$ cat config.mk
export PLATFORM = sky130hd
export DESIGN_NAME = vga_pattern_gen
export DESIGN_NICKNAME = d
export VERILOG_FILES = /design/src/rtl/vga_pkg.sv /design/src/rtl/vga_box_mover.sv /design/src/rtl/vga_pattern_gen.sv
export SDC_FILE = /design/constraint.sdc
export NUM_CORES = 1
export LEC_CHECK = 0
export ABC_AREA = 1
export ABC_CLOCK_PERIOD_IN_PS = 2300
export CAP_MARGIN = 20
export CORE_MARGIN = 4
export CORE_UTILIZATION = 50
export CTS_BUF_LIST = sky130_fd_sc_hd__clkbuf_4 sky130_fd_sc_hd__clkbuf_8 sky130_fd_sc_hd__clkbuf_16
export DETAILED_ROUTE_END_ITERATION = 6
export MAX_ROUTING_LAYER = met4
export PLACE_DENSITY = 0.83
export SYNTH_ARGS = -nofsm -noshare
export SYNTH_HDL_FRONTEND = slang
export SYNTH_SLANG_ARGS = --single-unit
$ cat constraint.sdc
create_clock -name Clock25 -period 2.3 [get_ports Clock25]
set_clock_uncertainty 0.05 [all_clocks]
set_input_delay 0.69 -clock Clock25 [delete_from_list [all_inputs] [get_ports Clock25]]
set_output_delay 0.69 -clock Clock25 [all_outputs]
set_load 0.005 [all_outputs]
$ cat src/rtl/vga_pkg.sv
// rtl/vga_pkg.sv - shared constants, pattern-mode enum and colour helpers for the VGA pattern generator
//
// Purpose: timing geometry, box limits, the pattern-mode enum and the colour-bar lookup
// used by vga_pattern_gen and vga_box_mover.
// Ports: none (package).
package vga_pkg;

  localparam logic [9:0] H_ACTIVE  = 10'd640;
  localparam logic [9:0] V_ACTIVE  = 10'd480;
  localparam logic [9:0] H_TOTAL   = 10'd800;
  localparam logic [9:0] V_TOTAL   = 10'd525;
  localparam logic [9:0] BOX_SIZE  = 10'd32;
  localparam logic [9:0] BOX_X_MAX = 10'd608;
  localparam logic [9:0] BOX_Y_MAX = 10'd448;

  typedef enum logic [1:0] {
    MODE_BARS     = 2'd0,
    MODE_CHECKER  = 2'd1,
    MODE_BOX      = 2'd2,
    MODE_GRADIENT = 2'd3
  } pattern_mode_e;

  typedef struct packed {
    logic [3:0] r;
    logic [3:0] g;
    logic [3:0] b;
  } rgb_t;

  // Eight 80-pixel bars; a comparison ladder avoids a divide by 80.
  function automatic rgb_t bar_colour(input logic [9:0] col);
    rgb_t c;
    if      (col < 10'd80)  c = 12'hFFF;  // white
    else if (col < 10'd160) c = 12'hFF0;  // yellow
    else if (col < 10'd240) c = 12'h0FF;  // cyan
    else if (col < 10'd320) c = 12'h0F0;  // green
    else if (col < 10'd400) c = 12'hF0F;  // magenta
    else if (col < 10'd480) c = 12'hF00;  // red
    else if (col < 10'd560) c = 12'h00F;  // blue
    else                    c = 12'h000;  // black
    return c;
  endfunction

endpackage

$ cat src/rtl/vga_box_mover.sv
// rtl/vga_box_mover.sv - bouncing 32x32 box position, advanced once per frame
//
// Purpose: holds the box top-left corner and its travel directions; steps X by 2 and
// Y by 1 on each frame-start strobe, reflecting at the screen edges.
// Ports:
//   Clock25    in   pixel clock
//   Reset      in   synchronous active-high reset (box to 0,0 moving right/down)
//   FrameStart in   one-cycle strobe per frame
//   BoxX       out  10-bit box left column (0..608, even)
//   BoxY       out  10-bit box top line (0..448)
module vga_box_mover
  import vga_pkg::*;
(
  input  logic       Clock25,
  input  logic       Reset,
  input  logic       FrameStart,
  output logic [9:0] BoxX,
  output logic [9:0] BoxY
);

  logic [9:0] box_x_q, box_x_d;
  logic [9:0] box_y_q, box_y_d;
  logic       dir_right_q, dir_right_d;
  logic       dir_down_q, dir_down_d;

  // X and Y are evaluated independently, so a corner hit reverses both at once.
  always_comb begin
    box_x_d     = box_x_q;
    box_y_d     = box_y_q;
    dir_right_d = dir_right_q;
    dir_down_d  = dir_down_q;
    if (FrameStart) begin
      if (dir_right_q) begin
        if (box_x_q == BOX_X_MAX) begin
          dir_right_d = 1'b0;
          box_x_d     = BOX_X_MAX - 10'd2;
        end else begin
          box_x_d = box_x_q + 10'd2;
        end
      end else begin
        if (box_x_q == 10'd0) begin
          dir_right_d = 1'b1;
          box_x_d     = 10'd2;
        end else begin
          box_x_d = box_x_q - 10'd2;
        end
      end
      if (dir_down_q) begin
        if (box_y_q == BOX_Y_MAX) begin
          dir_down_d = 1'b0;
          box_y_d    = BOX_Y_MAX - 10'd1;
        end else begin
          box_y_d = box_y_q + 10'd1;
        end
      end else begin
        if (box_y_q == 10'd0) begin
          dir_down_d = 1'b1;
          box_y_d    = 10'd1;
        end else begin
          box_y_d = box_y_q - 10'd1;
        end
      end
    end
  end

  always_ff @(posedge Clock25) begin
    if (Reset) begin
      box_x_q     <= 10'd0;
      box_y_q     <= 10'd0;
      dir_right_q <= 1'b1;
      dir_down_q  <= 1'b1;
    end else begin
      box_x_q     <= box_x_d;
      box_y_q     <= box_y_d;
      dir_right_q <= dir_right_d;
      dir_down_q  <= dir_down_d;
    end
  end

  assign BoxX = box_x_q;
  assign BoxY = box_y_q;

endmodule

$ cat src/rtl/vga_pattern_gen.sv
// rtl/vga_pattern_gen.sv - four-pattern VGA colour generator with two-stage pixel pipeline
//
// Purpose: turns sync-stage counters into registered 4:4:4 colour, with syncs delayed
// two cycles to stay aligned. Pattern mode and animation state change only at frame start.
// Ports:
//   Clock25           in   pixel clock
//   Reset             in   synchronous active-high reset
//   HorizontalCounter in   10-bit pixel column (0..799)
//   VerticalCounter   in   10-bit line (0..524)
//   HorizontalSync    in   active-low hsync from the sync stage
//   VerticalSync      in   active-low vsync from the sync stage
//   Mode              in   2-bit pattern request (bars/checker/box/gradient)
//   Red, Green, Blue  out  4-bit registered colour
//   HSyncOut          out  hsync delayed 2 cycles
//   VSyncOut          out  vsync delayed 2 cycles
module vga_pattern_gen
  import vga_pkg::*;
(
  input  logic       Clock25,
  input  logic       Reset,
  input  logic [9:0] HorizontalCounter,
  input  logic [9:0] VerticalCounter,
  input  logic       HorizontalSync,
  input  logic       VerticalSync,
  input  logic [1:0] Mode,
  output logic [3:0] Red,
  output logic [3:0] Green,
  output logic [3:0] Blue,
  output logic       HSyncOut,
  output logic       VSyncOut
);

  pattern_mode_e mode_q;
  logic [7:0]    frame_cnt_q;
  logic [9:0]    box_x, box_y;
  logic          frame_start, active, in_box;
  rgb_t          rgb_d, rgb_s1_q, rgb_s2_q;
  logic          hsync_s1_q, hsync_s2_q, vsync_s1_q, vsync_s2_q;

  // First blanking line, column 0: occurs once per frame; out-of-range counters never match.
  assign frame_start = (HorizontalCounter == 10'd0) && (VerticalCounter == V_ACTIVE);
  assign active      = (HorizontalCounter < H_ACTIVE) && (VerticalCounter < V_ACTIVE);

  // box + BOX_SIZE peaks at 640, so the 10-bit sums cannot wrap.
  assign in_box = (HorizontalCounter >= box_x) && (HorizontalCounter < box_x + BOX_SIZE) &&
                  (VerticalCounter >= box_y)   && (VerticalCounter < box_y + BOX_SIZE);

  vga_box_mover u_box_mover (
    .Clock25    (Clock25),
    .Reset      (Reset),
    .FrameStart (frame_start),
    .BoxX       (box_x),
    .BoxY       (box_y)
  );

  always_comb begin
    rgb_d = '0;
    if (active) begin
      case (mode_q)
        MODE_BARS:     rgb_d = bar_colour(HorizontalCounter);
        MODE_CHECKER:  rgb_d = (HorizontalCounter[5] ^ VerticalCounter[5]) ? 12'hFFF : 12'h000;
        MODE_BOX:      rgb_d = in_box ? 12'hF00 : 12'h004;
        MODE_GRADIENT: rgb_d = {HorizontalCounter[7:4], VerticalCounter[7:4], frame_cnt_q[5:2]};
        default:       rgb_d = '0;
      endcase
    end
  end

  always_ff @(posedge Clock25) begin
    if (Reset) begin
      mode_q      <= MODE_BARS;
      frame_cnt_q <= 8'd0;
      rgb_s1_q    <= '0;
      rgb_s2_q    <= '0;
      hsync_s1_q  <= 1'b1;
      hsync_s2_q  <= 1'b1;
      vsync_s1_q  <= 1'b1;
      vsync_s2_q  <= 1'b1;
    end else begin
      if (frame_start) begin
        mode_q      <= pattern_mode_e'(Mode);
        frame_cnt_q <= frame_cnt_q + 8'd1;
      end
      rgb_s1_q   <= rgb_d;
      rgb_s2_q   <= rgb_s1_q;
      hsync_s1_q <= HorizontalSync;
      hsync_s2_q <= hsync_s1_q;
      vsync_s1_q <= VerticalSync;
      vsync_s2_q <= vsync_s1_q;
    end
  end

  assign Red      = rgb_s2_q.r;
  assign Green    = rgb_s2_q.g;
  assign Blue     = rgb_s2_q.b;
  assign HSyncOut = hsync_s2_q;
  assign VSyncOut = vsync_s2_q;

endmodule
After elaboration in Yosys (flattened, before gate mapping)
Cells that the tools add are included.

word-level totals
  register bits after elaboration = 60
  logic and storage cells = 76
  input port bits = 26
  output and inout port bits = 14

cells by class
  $add $sub $neg = 7
  order comparisons = 13
  bitwise logic cells = 2
  multiplexer cells = 22
  equal/unequal tests = 6
  reductions and logical operators = 10

operator list
  cell                                                                     number
  12-bit 2-to-1 mux                                                        8
  10-bit 2-to-1 mux                                                        6
  12-bit one-hot mux with 4 select lines                                   1
  10-bit by 9-bit < comparator with 1-bit output (second input constant)   4
  10-bit logical NOT                                                       3
  10-bit by 6-bit adder with 10-bit output (second input constant)         2
  10-bit by 9-bit equality test with 1-bit output (second input constant)  2
  10-bit greater-or-equal comparator                                       2
  10-bit < comparator                                                      2
  10-bit < comparator (second input constant)                              2
  10-bit by 8-bit < comparator with 1-bit output (second input constant)   2
  10-bit by 1-bit adder with 10-bit output (second input constant)         1
  10-bit by 2-bit adder with 10-bit output (second input constant)         1
  10-bit equality test (second input constant)                             1
  10-bit by 7-bit < comparator with 1-bit output (second input constant)   1
  10-bit by 1-bit subtractor with 10-bit output (second input constant)    1
  10-bit by 2-bit subtractor with 10-bit output (second input constant)    1
  8-bit by 1-bit adder with 8-bit output (second input constant)           1
  1-bit 2-to-1 mux                                                         6
  1-bit logical AND                                                        5
  2-bit equality test (second input constant)                              2
  4-bit 2-to-1 mux                                                         1
  2-bit by 1-bit equality test with 1-bit output (second input constant)   1
  2-bit logical NOT                                                        1
  3 further kinds                                                          3

Depth between registers and ports, before layout
Gate-level depths: netlist of run 1.

  depth in word-level cells = 9
  mapped depth = 15
  gate-level depth less buffers = 15

By module
From an unflattened synthesis of run 1, not the netlist that was laid out.

second synthesis, totals
  cells, all modules = 674
  area, all modules = 4364.2 µm²

by module, submodules not included
  module           times used  sequential area each (µm²)  cells an instance  area an instance (µm²)
  vga_pattern_gen  1           720.7                       366                2519.9
  vga_box_mover    1           420.4                       308                1844.3

Worst setup path after synthesis of run 1
Ideal clock, no wire load.

  kind = reg-to-reg
  start point = reg u_box_mover.box_x_q[5] (netlist: u_box_mover.BoxX[5])
  end point = reg rgb_s1_q[2] in the netlist's numbering
  path buffers = 0
  stages on the path, launching flop included = 14
  setup time = 120 ps
  arrival time = 1906 ps
  clock period less this slack = 2076 ps
  path slack = 224 ps
  data required time = 2130 ps
  path through = dfxtp_1 ha_1 nand3_1 xor2_1 ha_1 a21o_1 nor2_1 nand3_1 nor2_1 nand3_1 nand2_1 nand3_1 nor2_1 nor2_1

between the ends
  word-level cells in the longest chain between the ends = 7
  elaborated cells on any way between the ends = 8
  those cells by class = add/sub (1); order compare (2); mux (2); reduce/logical (3)

RTL lines
  element                                   line                   source
  from (decl)                               vga_box_mover.sv:21    logic [9:0] box_x_q, box_x_d;
  from (signal assigned)                    vga_box_mover.sv:73    box_x_q <= box_x_d;
  10-bit by 6-bit adder with 10-bit output  vga_pattern_gen.sv:45  assign in_box = (HorizontalCounter >= box_x) && (HorizontalCounter < box_x + BOX_SIZE) &&
  10-bit < comparator                       vga_pattern_gen.sv:45
  1-bit logical AND * (2 in series)         vga_pattern_gen.sv:45
  1-bit logical AND *                       vga_pattern_gen.sv:46  (VerticalCounter >= box_y) && (VerticalCounter < box_y + BOX_SIZE);
  12-bit 2-to-1 mux *                       vga_pattern_gen.sv:62  MODE_BOX: rgb_d = in_box ? 12'hF00 : 12'h004;
  12-bit one-hot mux with 4 select lines *  vga_pattern_gen.sv:59  case (mode_q)
  to (signal assigned)                      vga_pattern_gen.sv:84  rgb_s1_q <= rgb_d;
  to (decl)                                 vga_pattern_gen.sv:37  rgb_t rgb_d, rgb_s1_q, rgb_s2_q;

Mark *: on every way between the ends. The rest lies on a longest branch, timed or not.
A chain may end at the register's enable or synchronous reset.

Worst setup path after layout of run 1
  start point = reg u_box_mover.box_y_q[5] (netlist: u_box_mover.BoxY[5])
  end point = reg rgb_s1_q[9] in the netlist's numbering

between the ends
  word-level cells in the longest chain between the ends = 5
  elaborated cells on any way between the ends = 7
  those cells by class = add/sub (1); order compare (2); mux (2); reduce/logical (2)

RTL lines
  element                                                                                                line                                          source
  from (decl)                                                                                            vga_box_mover.sv:22                           logic [9:0] box_y_q, box_y_d;
  from (signal assigned)                                                                                 vga_box_mover.sv:74                           box_y_q <= box_y_d;
  10-bit by 6-bit adder with 10-bit output / 10-bit greater-or-equal comparator (equally long branches)  vga_pattern_gen.sv:46
  10-bit < comparator / 1-bit logical AND (equally long branches)                                        vga_pattern_gen.sv:46, vga_pattern_gen.sv:45
  1-bit logical AND *                                                                                    vga_pattern_gen.sv:46
  12-bit 2-to-1 mux *                                                                                    vga_pattern_gen.sv:62
  12-bit one-hot mux with 4 select lines *                                                               vga_pattern_gen.sv:59

Marked as above.

==> results.py, run 1 <==
metrics = {
    "outcome": {
        "status": "completed",
    },
    "cells_and_area": {
        "drive_gt1_share_pct": 17.91,
        "layout.nets": 740,
        "area_delta_synth_final_pct": 33.33,
        "antennaDiodeCount": 0,
        "multi_input_area_um2": 2515,
        "seqCellArea_um2": 1159,
        "num-fill-cells": 622,
        "stdcell_count": 783,
    },
    "setup_path": {
        "crit_path_cell_trace": "ha_4 -> buf_4 -> xnor2_1 -> ha_1 -> a21oi_2 -> o21a_1 -> nand2_1 -> nor2_2 -> nand4_1 -> nand4_1 -> nand2_1 -> inv_1",
        "worst-path-max-fanout": 5,
        "endpoint_kind": "flip-flop",
        "startpoint": "u_box_mover.BoxY[5]",
        "r2r-start": "u_box_mover.BoxY[5]",
        "critPathMaxStageDelay_ns": 0.37,
        "startpoint_type": "flip-flop",
        "critPathBufInv": 2,
        "critPathSlowestCell": "dfxtp_4",
        "cp.required_ns": 2.56,
        "path_class": "reg2reg",
        "arrival_ns": 2.46,
        "regToRegSetupSlack_ns": 0.1,
        "cp_top_family": "simple AND/OR/NAND/NOR gates",
    },
    "clock_network": {
        "cts_tree": "yes",
        "ctsLongestPathBuffers": 2,
        "cts_root_buf": "clkbuf_8",
        "cts_hold_buffers": 0,
        "clock_sinks": 57,
        "clock_latency_ns": 0.36,
        "clk_pin_slew_ns": 0.07,
        "numCtsBuffers": 9,
        "h-tree-depth": 3,
    },
    "synthesis": {
        "avgSynthCellArea_um2": 6.816,
        "synth-seq-cells": 57,
        "synthMuxAreaShare_pct": 0,
        "yosys.area_share.xor_xnor_pct": 6.246,
        "yosysUniqueCellTypes": 34,
        "synth_warnings": 0,
        "ys_async_sr_fraction_pct": 0,
        "yosys.area_share.simple_pct": 27.85,
        "syn-instance-count": 576,
        "synth_top_family_by_area": "simple AND/OR/NAND/NOR gates",
        "synth_edf_count": 0,
        "synth_ff_type": "dfxtp_1",
        "ys_seq_area_share_pct": 29.06,
        "syn-cell-area_um2": 3926,
        "synth_fa_ha_area_share_pct": 12.11,
        "synth_compound_area_share_pct": 14.24,
        "synth_fp_nets": 640,
    },
    "placed_design": {
        "io_buffers": 39,
        "gp_congestion": 0.9069,
        "dp_hpwl_mm": 8.153,
        "dp.cells": 762,
        "place_ws_ns": -0.4644,
    },
    "sta": {
        "finalSetupViolations": 0,
        "tightest_slew_ns": 0.6259,
        "period_share_pct": 95.84,
        "fmax_ghz": 0.4537,
        "hold_slack_ns": 0.3491,
        "fin_ws_ns": 0.09570,
        "min_period_ns": 2.204,
        "max_slew_margin_pct": 57.95,
        "finalMaxSlewViolations": 0,
        "hold_viol": 0,
    },
    "pwr": {
        "power_density_nw_per_um2": 432.3,
        "power_switching_share_pct": 27.28,
        "power_frac_comb_pct": 13.1,
        "switching_power_uw": 617.5,
        "p_seq_share_pct": 44.2,
        "p_clk_share_pct": 42.7,
        "vdd_drop_max_v": 0.0002573,
        "p_leak_nw": 2.496,
        "p_total_mw": 2.263,
        "power.internal_mw": 1.646,
    },
    "drt": {
        "num_vias": 4271,
        "antenna_left": 0,
        "vias_per_cell": 5.455,
        "detail_route.wl_per_cell_um": 14.17,
        "drcViolationCount": 0,
        "drt-total-wl_mm": 11.09,
        "initialDrtViolationCount": 249,
        "firstDrtPassIters": 5,
    },
    "min_path": {
        "hold_class": "reg2reg",
        "worstHoldStart": "rgb_s1_q[0]",
    },
    "floorplanning": {
        "initial_utilization_pct": 51.07,
        "die_area_um2": 9334,
        "ioPinCount": 40,
        "dieHeight_um": 96.62,
        "num_rows": 32,
        "die_x_um": 96.62,
        "core_area_um2": 7687,
    },
    "global_route": {
        "grt_max_degree": 18,
        "grt.overflow.total": 0,
        "grt.total_usage_pct": 23.08,
        "grt_pass1_vias": 4052,
        "antenna_found_initial": 0,
        "grt_pass1_wl_mm": 17.55,
    },
    "flow_run": {
        "drv_cap": 0,
    },
}
[power by group through the flow]
stage                     combinational [mW]  clock (mW)  sequential (mW)
final                                  0.297       0.965             1.00
after global routing                   0.328        1.01             1.00
after CTS                              0.283       0.974             1.01
after detailed placement               0.279           0             1.03
after global placement                 0.268           0             1.03
after floorplan                        0.129           0             1.03
[metrics by stage]
step | util (%) | area (um^2) | TNS, ns
2_1_floorplan | - | 3926 | 0
3_3_place_gp | 62.63 | 4815 | -10.16
3_5_place_dp | 62.63 | 4815 | -12.09
4_1_cts | 65.72 | 5052 | 0
5_1_grt | 68.10 | 5235 | -0.09187
6_report | 68.10 | 5235 | 0
[sequential cells by signal (all words and copies together) (netlist names)]
name	cells
HSyncOut	1
u_box_mover.dir_right_q	1
u_box_mover.BoxY	10
Green	4
Blue	4
VSyncOut	1
frame_cnt_q	6
hsync_s1_q	1
mode_q	2
Red	4
u_box_mover.dir_down_q	1
rgb_s1_q	12
vsync_s1_q	1
u_box_mover.BoxX	9
[repair_timing]
| item | in CTS | in global routing |
|---|---|---|
| endpoints found under the setup margin | 10 | 32 |
| buffers inserted | 2 | 3 |
| cloned | 0 | 0 |
| pin swaps | 2 | 17 |
| resized for setup | 9 | 45 |
[final timing paths]
| path | cells after the start | end |
|---|---|---|
| worst max-delay path | 12 | rgb_s1_q[9] |
| worst min-delay path | 2 | Blue[0] |
| worst max register to register | 12 | rgb_s1_q[9] |
| worst min register to register | 2 | Blue[0] |
[Yosys cell counts, types with 5 or more instances]
| cell type | n | area [um^2] |
|---|---|---|
| nor3_1 | 9 | 45.04 |
| nand4_1 | 11 | 68.82 |
| ha_1 | 38 | 475.5 |
| dfxtp_1 | 57 | 1141 |
| o21ai_0 | 33 | 165.2 |
| clkbuf_1 | 5 | 18.77 |
| xor2_1 | 23 | 201.4 |
| o211ai_1 | 9 | 67.56 |
| nor4_1 | 6 | 37.54 |
| inv_1 | 88 | 330.3 |
| nand3_1 | 41 | 205.2 |
| a21oi_1 | 46 | 230.2 |
| nor2_1 | 61 | 229.0 |
| nand2_1 | 104 | 390.4 |
| xnor2_1 | 5 | 43.79 |
| or2_2 | 6 | 37.54 |
[placed cells by master (no fill, tap or decap), drive strengths merged, types with 34 or more instances in the layout]
| master | instances |
|---|---|
| a21oi | 46 |
| buf | 60 |
| dfxtp | 57 |
| ha | 38 |
| inv | 95 |
| nand2 | 105 |
| nand3 | 42 |
| nor2 | 64 |
| o21ai | 34 |
[kinds of logic (layout without fill, tap and decap cells)]
kind of cell / count (synthesis) / in the layout
compound gates: 102 / 102
flops: 57 / 57
buf+inv: 105 / 210
fa+ha+maj: 38 / 38
xor+xnor: 28 / 28
simple gates: 246 / 246
[worst min-delay path, cell delays in order (launching register included)]
cell,delay (ns)
dfxtp_1,0.30
inv_1,0.04
nor2_1,0.03
[area by class of cell]
class                           count  share of cell area [%]
Timing Repair Buffer               99                   16.71
Multi-Input combinational cell    414                   48.04
Sequential cell                    57                   22.13
Clock inverter                      7                   1.506
Tap cell                          102                   2.438
Clock buffer                        9                   2.366
Inverter                           95                   6.812
[per-layer routing]
| metal | routed length [um] | track usage, % | vias to the layer above | part of all wire, % |
|---|---|---|---|---|
| met5 | 0 | - | - | 0 |
| met4 | 453 | 11.34 | 0 | 4.1 |
| met3 | 765 | 6.200 | 47 | 6.9 |
| met2 | 5602 | 40.18 | 181 | 50 |
| met1 | 4273 | 24.01 | 1955 | 39 |
| li1 | - | - | 2088 | - |
No activity file was read; power rests on OpenSTA's default activity.
==> run 2, diff against run 1 <==
- RECOVER_POWER: not set -> 25
- REMOVE_ABC_BUFFERS: not set -> 1
==> results.py, run 2 (same netlist as run 1, synthesis figures left out) <==
metrics = {
    "sta": {
        "finalSetupViolations": 0,
        "fmax_ghz": 0.4353,
        "max_slew_margin_pct": 53.41,
        "tightest_slew_ns": 0.6988,
        "hold_slack_ns": 0.3526,
        "period_share_pct": 99.88,
        "min_period_ns": 2.297,
        "hold_viol": 0,
        "finalMaxSlewViolations": 0,
        "rsz0062_at_grt": "true",
    },
    "flow_run": {
        "drv_cap": 0,
    },
    "placed_design": {
        "dp.cells": 774,
        "gp_congestion": 0.9363,
        "io_buffers": 39,
        "dp_hpwl_mm": 8.367,
        "placed_area_um2": 4892,
    },
    "cells_and_area": {
        "final_common_cell": "nand2_1",
        "largest_register": "rgb_s1_q",
        "drive_gt1_share_pct": 18.70,
        "stdcell_count": 792,
        "area_delta_synth_final_pct": 34.45,
        "antennaDiodeCount": 0,
        "largest_reg_flops": 12,
        "seqCellArea_um2": 1157,
        "layout.nets": 749,
        "num-fill-cells": 616,
        "fin_util_pct": 68.67,
        "multi_input_area_um2": 2535,
        "mostFrequentLayoutCells": "103 x nand2_1, 85 x inv_1, 67 x buf_4, 56 x nor2_1, 52 x dfxtp_1",
        "fin_area_um2": 5279,
    },
    "pwr": {
        "p_leak_nw": 2.520,
        "vdd_drop_max_v": 0.0002332,
        "p_total_mw": 2.148,
        "power_density_nw_per_um2": 407.0,
    },
    "setup_path": {
        "cp_top_family": "simple AND/OR/NAND/NOR gates",
        "endpoint_kind": "flip-flop",
        "cp_num_cells": 12,
        "cp.required_ns": 2.54,
        "crit_top_cell": "nand4_1",
        "critPathBufInv": 2,
        "critPathMaxStageDelay_ns": 0.48,
        "critPathSlowestCell": "dfxtp_1",
        "startpoint_type": "flip-flop",
        "arrival_ns": 2.54,
        "worst_r2r_path_depth": 12,
        "worst-path-max-fanout": 6,
        "regToRegSetupSlack_ns": 0.003,
        "crit_path_cell_trace": "inv_2 -> xor2_2 -> ha_1 -> nand2_2 -> a21oi_1 -> nor2_1 -> nand3_1 -> nor2_2 -> nand4_1 -> nand4_1 -> nand2_1 -> inv_1",
        "path_class": "reg2reg",
    },
    "global_route": {
        "grt_pass1_wl_mm": 18.15,
        "grt.overflow.total": 0,
        "antenna_found_initial": 0,
        "grt_max_degree": 18,
        "grt_pass1_vias": 4078,
        "grt.total_usage_pct": 23.78,
    },
    "drt": {
        "antenna_left": 0,
        "firstDrtPassIters": 5,
        "drcViolationCount": 0,
        "initialDrtViolationCount": 350,
        "detail_route.wl_per_cell_um": 14.23,
        "num_vias": 4306,
        "vias_per_cell": 5.437,
        "drt-total-wl_mm": 11.27,
    },
    "min_path": {
        "hold_depth": 2,
        "hold_class": "reg2reg",
    },
    "floorplanning": {
        "core_area_um2": 7687,
        "die_area_um2": 9334,
        "initial_utilization_pct": 51.07,
        "num_rows": 32,
        "die_x_um": 96.62,
        "ioPinCount": 40,
        "dieHeight_um": 96.62,
    },
    "clock_network": {
        "clock_sinks": 57,
        "clk_pin_slew_ns": 0.07,
        "cts_tree": "yes",
        "numCtsBuffers": 9,
        "clock_latency_ns": 0.36,
        "ctsLongestPathBuffers": 2,
        "cts_root_buf": "clkbuf_8",
        "h-tree-depth": 3,
    },
    "outcome": {
        "status": "completed",
    },
}
## run 2: report_power, final
part	switching (mW)	internal (mW)	total [mW]
logic	0.159	0.151	0.311
clock network	0.450	0.387	0.837
registers	0.00335	0.997	1.00
## run 2: timing repair
action	CTS	global route
buffers inserted	0	2
hold buffers	0	0
resized for setup	10	38
endpoints found under the setup margin	6	29
pin swaps	2	21
## run 2: worst register-to-register path, stage by stage (launching register included)
cell     delay, ns
dfxtp_1       0.48
inv_2         0.15
xor2_2        0.21
ha_1          0.33
nand2_2       0.09
a21oi_1       0.04
nor2_1        0.12
nand3_1       0.11
nor2_2        0.16
nand4_1       0.23
nand4_1       0.17
nand2_1       0.06
inv_1         0.04
## run 2: worst paths after layout
path                             from           end
setup / recovery  u_box_mover.BoxX[8]  rgb_s1_q[11]
hold reg to reg           rgb_s1_q[7]      Green[3]
hold / removal            rgb_s1_q[7]      Green[3]
setup reg to reg  u_box_mover.BoxX[8]  rgb_s1_q[11]
## run 2: metal layers
layer	part of all wire [%]	GRT usage (%)	up-vias
met5	0	-	-
met4	2.1	7.883	0
met3	6.2	3.605	26
met2	49	40.76	178
met1	43	28.55	1996
li1	-	-	2106
## run 2: stage by stage
step	TNS (ns)	setup slack (ns)
floorplan	0	0.2238
global placement	-8.312	-0.3955
detailed placement	-10.42	-0.4414
CTS	-0.005677	-0.005677
global route	-0.3937	-0.1017
finish	0	0.002746
## run 2: layout make-up
| cell class | count | area share (%) |
|---|---|---|
| repair buffers | 108 | 17.61 |
| flip-flops and latches | 57 | 21.92 |
| clock buffers | 9 | 2.347 |
| inverters | 95 | 6.803 |
| clock inverters | 7 | 0.8770 |
| well taps | 102 | 2.418 |
| multi-input cells | 414 | 48.02 |
